## config.mk

```make
export PLATFORM = sky130hd
export DESIGN_NAME = skid_buffer_flat
export DESIGN_NICKNAME = d
export VERILOG_FILES = /design/src/rtl/skid_buffer_if.sv /design/src/rtl/skid_buffer.sv /design/src/flat_wrapper.sv
export SDC_FILE = /design/constraint.sdc
export NUM_CORES = 1
export LEC_CHECK = 0
export ABC_CLOCK_PERIOD_IN_PS = 2200
export BUFFER_PORTS_ARGS = -buffer_cell sky130_fd_sc_hd__buf_4
export CAP_MARGIN = 20
export CORE_MARGIN = 4
export CORE_UTILIZATION = 55
export CTS_CLUSTER_SIZE = 20
export DETAILED_ROUTE_END_ITERATION = 8
export GPL_ROUTABILITY_DRIVEN = 0
export HOLD_SLACK_MARGIN = 0.15
export PLACE_DENSITY = 0.8
export REMOVE_ABC_BUFFERS = 1
export SYNTH_ARGS = -nofsm -noshare
export SYNTH_HDL_FRONTEND = slang
export SYNTH_SLANG_ARGS = --single-unit
```

## constraint.sdc

```tcl
create_clock -name Clock -period 2.2 [get_ports Clock]
set_input_delay 0.44 -clock Clock [delete_from_list [all_inputs] [get_ports Clock]]
set_output_delay 0.44 -clock Clock [all_outputs]
set_load 0.005 [all_outputs]
```

## src/rtl/skid_buffer_if.sv

```systemverilog
// skid_buffer_if: valid/ready handshake bundle around a skid_buffer.
//   In*  : upstream producer -> buffer (InValid, InData) and back (InReady)
//   Out* : buffer -> downstream reader (OutValid, OutData) and back (OutReady)
// Modports:
//   slave  - the buffer itself
//   master - the environment driving/consuming the buffer
interface skid_buffer_if #(
  parameter int WID_DATA = 32
);
  logic                InValid;
  logic                InReady;
  logic [WID_DATA-1:0] InData;
  logic                OutValid;
  logic                OutReady;
  logic [WID_DATA-1:0] OutData;

  modport slave (
    input  InValid, InData, OutReady,
    output InReady, OutValid, OutData
  );

  modport master (
    output InValid, InData, OutReady,
    input  InReady, OutValid, OutData
  );
endinterface

```

## src/rtl/skid_buffer.sv

```systemverilog
// skid_buffer: two-entry valid/ready buffer (head + skid register).
// Every output is a flop, so InReady never depends combinationally on
// OutReady.
// Ports:
//   Clock       rising-edge clock
//   Reset_n     asynchronous active-low reset
//   Flush       synchronous discard of all buffered words (highest priority)
//   bus         skid_buffer_if.slave handshake bundle
//   StallCount  cycles with OutValid=1 & OutReady=0, saturating
//               (only when SKID_BUFFER_STALL_CNT_EN is defined)
// Optional feature macro: SKID_BUFFER_STALL_CNT_EN
module skid_buffer #(
  parameter int WID_DATA      = 32,
  parameter int WID_STALL_CNT = 16
) (
  input  logic                     Clock,
  input  logic                     Reset_n,
  input  logic                     Flush,
`ifdef SKID_BUFFER_STALL_CNT_EN
  output logic [WID_STALL_CNT-1:0] StallCount,
`endif
  skid_buffer_if.slave             bus
);

  typedef enum logic [1:0] {
    EMPTY = 2'd0,
    ONE   = 2'd1,
    FULL  = 2'd2
  } state_t;

  state_t              state;
  logic                outValidQ;
  logic                inReadyQ;
  logic [WID_DATA-1:0] headQ;
  logic [WID_DATA-1:0] skidQ;
  logic                accept;
  logic                pop;

  if (WID_STALL_CNT < 1) begin : gBadStallWidth
    $error("skid_buffer: WID_STALL_CNT must be at least 1");
  end

  // Handshakes use the registered flags, never the raw state decode.
  assign accept = bus.InValid & inReadyQ;
  assign pop    = outValidQ & bus.OutReady;

  assign bus.InReady  = inReadyQ;
  assign bus.OutValid = outValidQ;
  assign bus.OutData  = headQ;

  // Flags are registered together with the state so they always match it:
  // OutValid = (state != EMPTY), InReady = (state != FULL).
  always_ff @(posedge Clock or negedge Reset_n) begin
    if (!Reset_n) begin
      state     <= EMPTY;
      outValidQ <= 1'b0;
      inReadyQ  <= 1'b1;
      headQ     <= '0;
      skidQ     <= '0;
    end else if (Flush) begin
      // Same-cycle accept/pop are dropped; payload registers keep stale data.
      state     <= EMPTY;
      outValidQ <= 1'b0;
      inReadyQ  <= 1'b1;
    end else begin
      case (state)
        EMPTY: begin
          if (accept) begin
            state     <= ONE;
            outValidQ <= 1'b1;
            headQ     <= bus.InData;
          end
        end
        ONE: begin
          if (accept && pop) begin
            headQ <= bus.InData;
          end else if (accept) begin
            state    <= FULL;
            inReadyQ <= 1'b0;
            skidQ    <= bus.InData;
          end else if (pop) begin
            state     <= EMPTY;
            outValidQ <= 1'b0;
          end
        end
        FULL: begin
          // InReady is low here, so no accept can happen.
          if (pop) begin
            state    <= ONE;
            inReadyQ <= 1'b1;
            headQ    <= skidQ;
          end
        end
        default: begin
          state     <= EMPTY;
          outValidQ <= 1'b0;
          inReadyQ  <= 1'b1;
        end
      endcase
    end
  end

`ifdef SKID_BUFFER_STALL_CNT_EN
  always_ff @(posedge Clock or negedge Reset_n) begin
    if (!Reset_n) begin
      StallCount <= '0;
    end else if (Flush) begin
      StallCount <= '0;
    end else if (outValidQ && !bus.OutReady && (StallCount != '1)) begin
      StallCount <= StallCount + 1'b1;
    end
  end
`endif

endmodule

```

## src/flat_wrapper.sv

```systemverilog
// flat-port wrapper written by rule: the top's interface ports become plain ports
module skid_buffer_flat 
#(
  parameter int WID_DATA      = 32,
  parameter int WID_STALL_CNT = 16
)
  (Clock, Reset_n, Flush, bus_InValid, bus_InData, bus_OutReady, bus_InReady, bus_OutValid, bus_OutData);
  skid_buffer_if #(.WID_DATA(WID_DATA)) bus_i ();
  input  logic Clock;
  input  logic Reset_n;
  input  logic Flush;
  input wire logic [$bits(bus_i.InValid)-1:0] bus_InValid;
  input wire logic [$bits(bus_i.InData)-1:0] bus_InData;
  input wire logic [$bits(bus_i.OutReady)-1:0] bus_OutReady;
  output wire logic [$bits(bus_i.InReady)-1:0] bus_InReady;
  output wire logic [$bits(bus_i.OutValid)-1:0] bus_OutValid;
  output wire logic [$bits(bus_i.OutData)-1:0] bus_OutData;
  assign bus_i.InValid = bus_InValid;
  assign bus_i.InData = bus_InData;
  assign bus_i.OutReady = bus_OutReady;
  assign bus_InReady = bus_i.InReady;
  assign bus_OutValid = bus_i.OutValid;
  assign bus_OutData = bus_i.OutData;
  skid_buffer #(.WID_DATA(WID_DATA), .WID_STALL_CNT(WID_STALL_CNT)) u_core (.Clock(Clock), .Reset_n(Reset_n), .Flush(Flush), .bus(bus_i));
endmodule
```

==> results_dict.tcl <==
set metrics [dict create \
    status "completed" \
    syn_area_mm2 0.00340 \
    cp-end-kind "flip-flop" \
    yosysWarnings 0 \
    antenna_cells 0 \
    grt-ovfl-total 0 \
    grt_usage_pct 23.8 \
    cts.sinks 68 \
    tightest_slew_ns 0.521 \
    dp_hpwl_mm 5.48 \
    initial_utilization_pct 57.0 \
    final_core_util_pct 71.7 \
    layout_setup_ws_ns 0.313 \
    fmax_ghz 0.530 \
    final.period_utilization_pct 85.8 \
    die_w_um 86.6 \
    met1_usage_pct 30.4 \
    async_flop_share_pct 100 \
    ys_ff_latch 68 \
    cts-htree-levels 3 \
    layout-drive-gt1-share_pct 38.7 \
    cts_setup_buffers 0 \
    cts-root-buf "clkbuf_8" \
    synth_edf_count 0 \
    drv_cap 0 \
    hp-class "input port to flip-flop" \
    area_delta_synth_final_pct 25.8 \
    wirelength_mm 8.52 \
    syn_inst 287 \
    pre_cts_ws_ns 0.130 \
    critical_path_class "flip-flop to flip-flop" \
    worst-path-buf-inv 2 \
    crit_slowest_cell "dfrtp_1" \
    io_buffers 70 \
    seq_area_frac_synth_pct 50.1 \
    finalCriticalPeriod_ns 1.89 \
    crit_fanout 21 \
    numCtsBuffers 9 \
    drv_slew 0 \
    cp_top_family "flip-flops" \
    drt_iter0_drc 193 \
    use_met3_pct 5.42 \
    grt_max_degree 69 \
    crit_chain "buf_4 > or2b_1 > buf_12 > a211oi_1 > a22oi_1" \
    grt_busiest_layer "met2" \
    max_slew_margin_pct 65.3 \
    setup_viol 0 \
    io-pin-count 71 \
    max-clock-path-buffers 2 \
    fin_nets 391 \
    syn_avg_cell_area_um2 11.8 \
    cpPeakStageDelay_ns 0.47 \
    ant_nets 0 \
    row_count 28 \
    grt_pass1_wl_mm 13.6 \
    synth_flop_cell "dfrtp_1" \
    hold_viol 0 \
    crit_arrival_ns 2.11 \
    drc 0 \
    cts.clk_slew.worst_paths_ns 0.08 \
    power.leakage_nw 1.98 \
    power.density_mw_per_mm2 1240 \
    grt_pass1_vias 2660 \
    core-area_mm2 0.00596 \
    synth_cell_types 28 \
    cts_tree "yes" \
    crit_required_ns 2.42 \
    cp-start-kind "flip-flop" \
    die_y_um 86.6 \
    antenna_found_initial 0 \
    fillCellCount 439 \
    fin_skew_ns 0.0106 \
    wl_per_cell_um 19.6 \
    dieArea_mm2 0.00750 \
    via_per_inst 6.14 \
    vias 2665 \
    use_met2_pct 39.8 \
    first_pass_iters 5 \
    vdd.ir_drop.worst_uv 666 \
    clk_latency_ns 0.36 \
    rsz0062_at_grt "false" \
]
[cell usage after synthesis, types with 2 or more instances]
library cell | n | area, µm²
a211oi_1 | 32 | 240
a21o_1 | 3 | 22.5
a21oi_1 | 35 | 175
a22oi_1 | 32 | 240
and3b_1 | 33 | 289
buf_2 | 15 | 75.1
buf_6 | 4 | 45.0
clkbuf_1 | 14 | 52.6
dfrtp_1 | 67 | 1680
mux2_2 | 22 | 248
mux2_4 | 10 | 150
nand2_1 | 3 | 11.3
nor2_1 | 2 | 7.51
[cells in the final DEF (no fill, tap or decap), types with 2 or more instances in the layout]
cell	instances
buf_4	85
dfrtp_1	67
a21oi_1	35
and3b_1	33
a211oi_1	32
a22oi_1	32
mux2_2	22
mux2_4	10
clkbuf_8	9
a21o_1	3
nand2_1	3
bufinv_16	3
nor2_1	2
clkinv_4	2
buf_12	2
[routing by layer]
layer,vias to the layer above,wire length [µm]
li1,1225,-
met1,1328,3450
met2,96,4400
met3,16,525
met4,0,148
met5,-,0
[power breakdown]
group | leakage (nW) | switching [mW] | internal, mW
sequential | 0.786 | 0.348 | 1.85
combinational | 1.08 | 0.756 | 1.08
clock | 0.120 | 0.502 | 0.755
total | 1.98 | 1.61 | 3.68
[layout make-up]
class                      count  area (µm²)  share of cell area [%]
clock buffer                  10         128                    2.99
clock inverter                 6         113                    2.64
inverter                       1        3.75                  0.0878
multi-input combinational    185        1520                    35.5
sequential                    68        1700                    39.9
tap                           75        93.8                    2.20
timing repair buffer          89         716                    16.7
[metrics by stage]
| stage | cells | power (mW) | hold WS [ns] | cell area [µm²] | setup TNS [ns] |
|---|---|---|---|---|---|
| after CTS | 433 | 5.30 | 0.315 | 4250 | 0 |
| after global placement | 416 | 3.93 | 0.474 | 4000 | 0 |
| after detailed placement | 416 | 4.03 | 0.478 | 4000 | 0 |
| final | 434 | 5.29 | 0.320 | 4270 | 0 |
| after floorplan | 254 | 3.10 | 0.144 | 3220 | -18.14 |
| after global routing | 434 | 5.61 | 0.311 | 4270 | 0 |
[path summary, 6_finish.rpt]
path / slack, ns / startpoint / end / cells past startpoint
max: 0.31 / u_core.state[0] / u_core.bus.OutData[19] / 5
min: 0.32 / bus_InData[23] / u_core.skidQ[23] / 2
max reg2reg: 0.31 / u_core.state[0] / u_core.bus.OutData[19] / 5
min reg2reg: 0.50 / u_core.skidQ[2] / u_core.skidQ[2] / 1
max in group asynchronous: 1.25 / Reset_n / u_core.bus.InReady / 3
min in group asynchronous: 0.63 / Reset_n / u_core.bus.OutData[22] / 3
[sequential cells by signal, indices dropped and copies added, names as in the netlist]
name,cells
u_core.bus.InReady,1
u_core.bus.OutData,32
u_core.bus.OutValid,1
u_core.skidQ,32
u_core.state,2
[logic make-up after synthesis]
family / Yosys count / synth area share, %
AO/OA/AOI/OAI: 107 / 21.1
flip-flops: 68 / 50.1
multiplexers: 32 / 11.7
buffers and inverters: 34 / 5.20
AND/OR/NAND/NOR: 46 / 11.8
[timing repair]
action,CTS,global route
endpoints found under the hold margin,67,0
resized for setup,0,0
setup endpoints to repair,0,0
hold buffers,1,0
(Power assumes the default switching activity.)
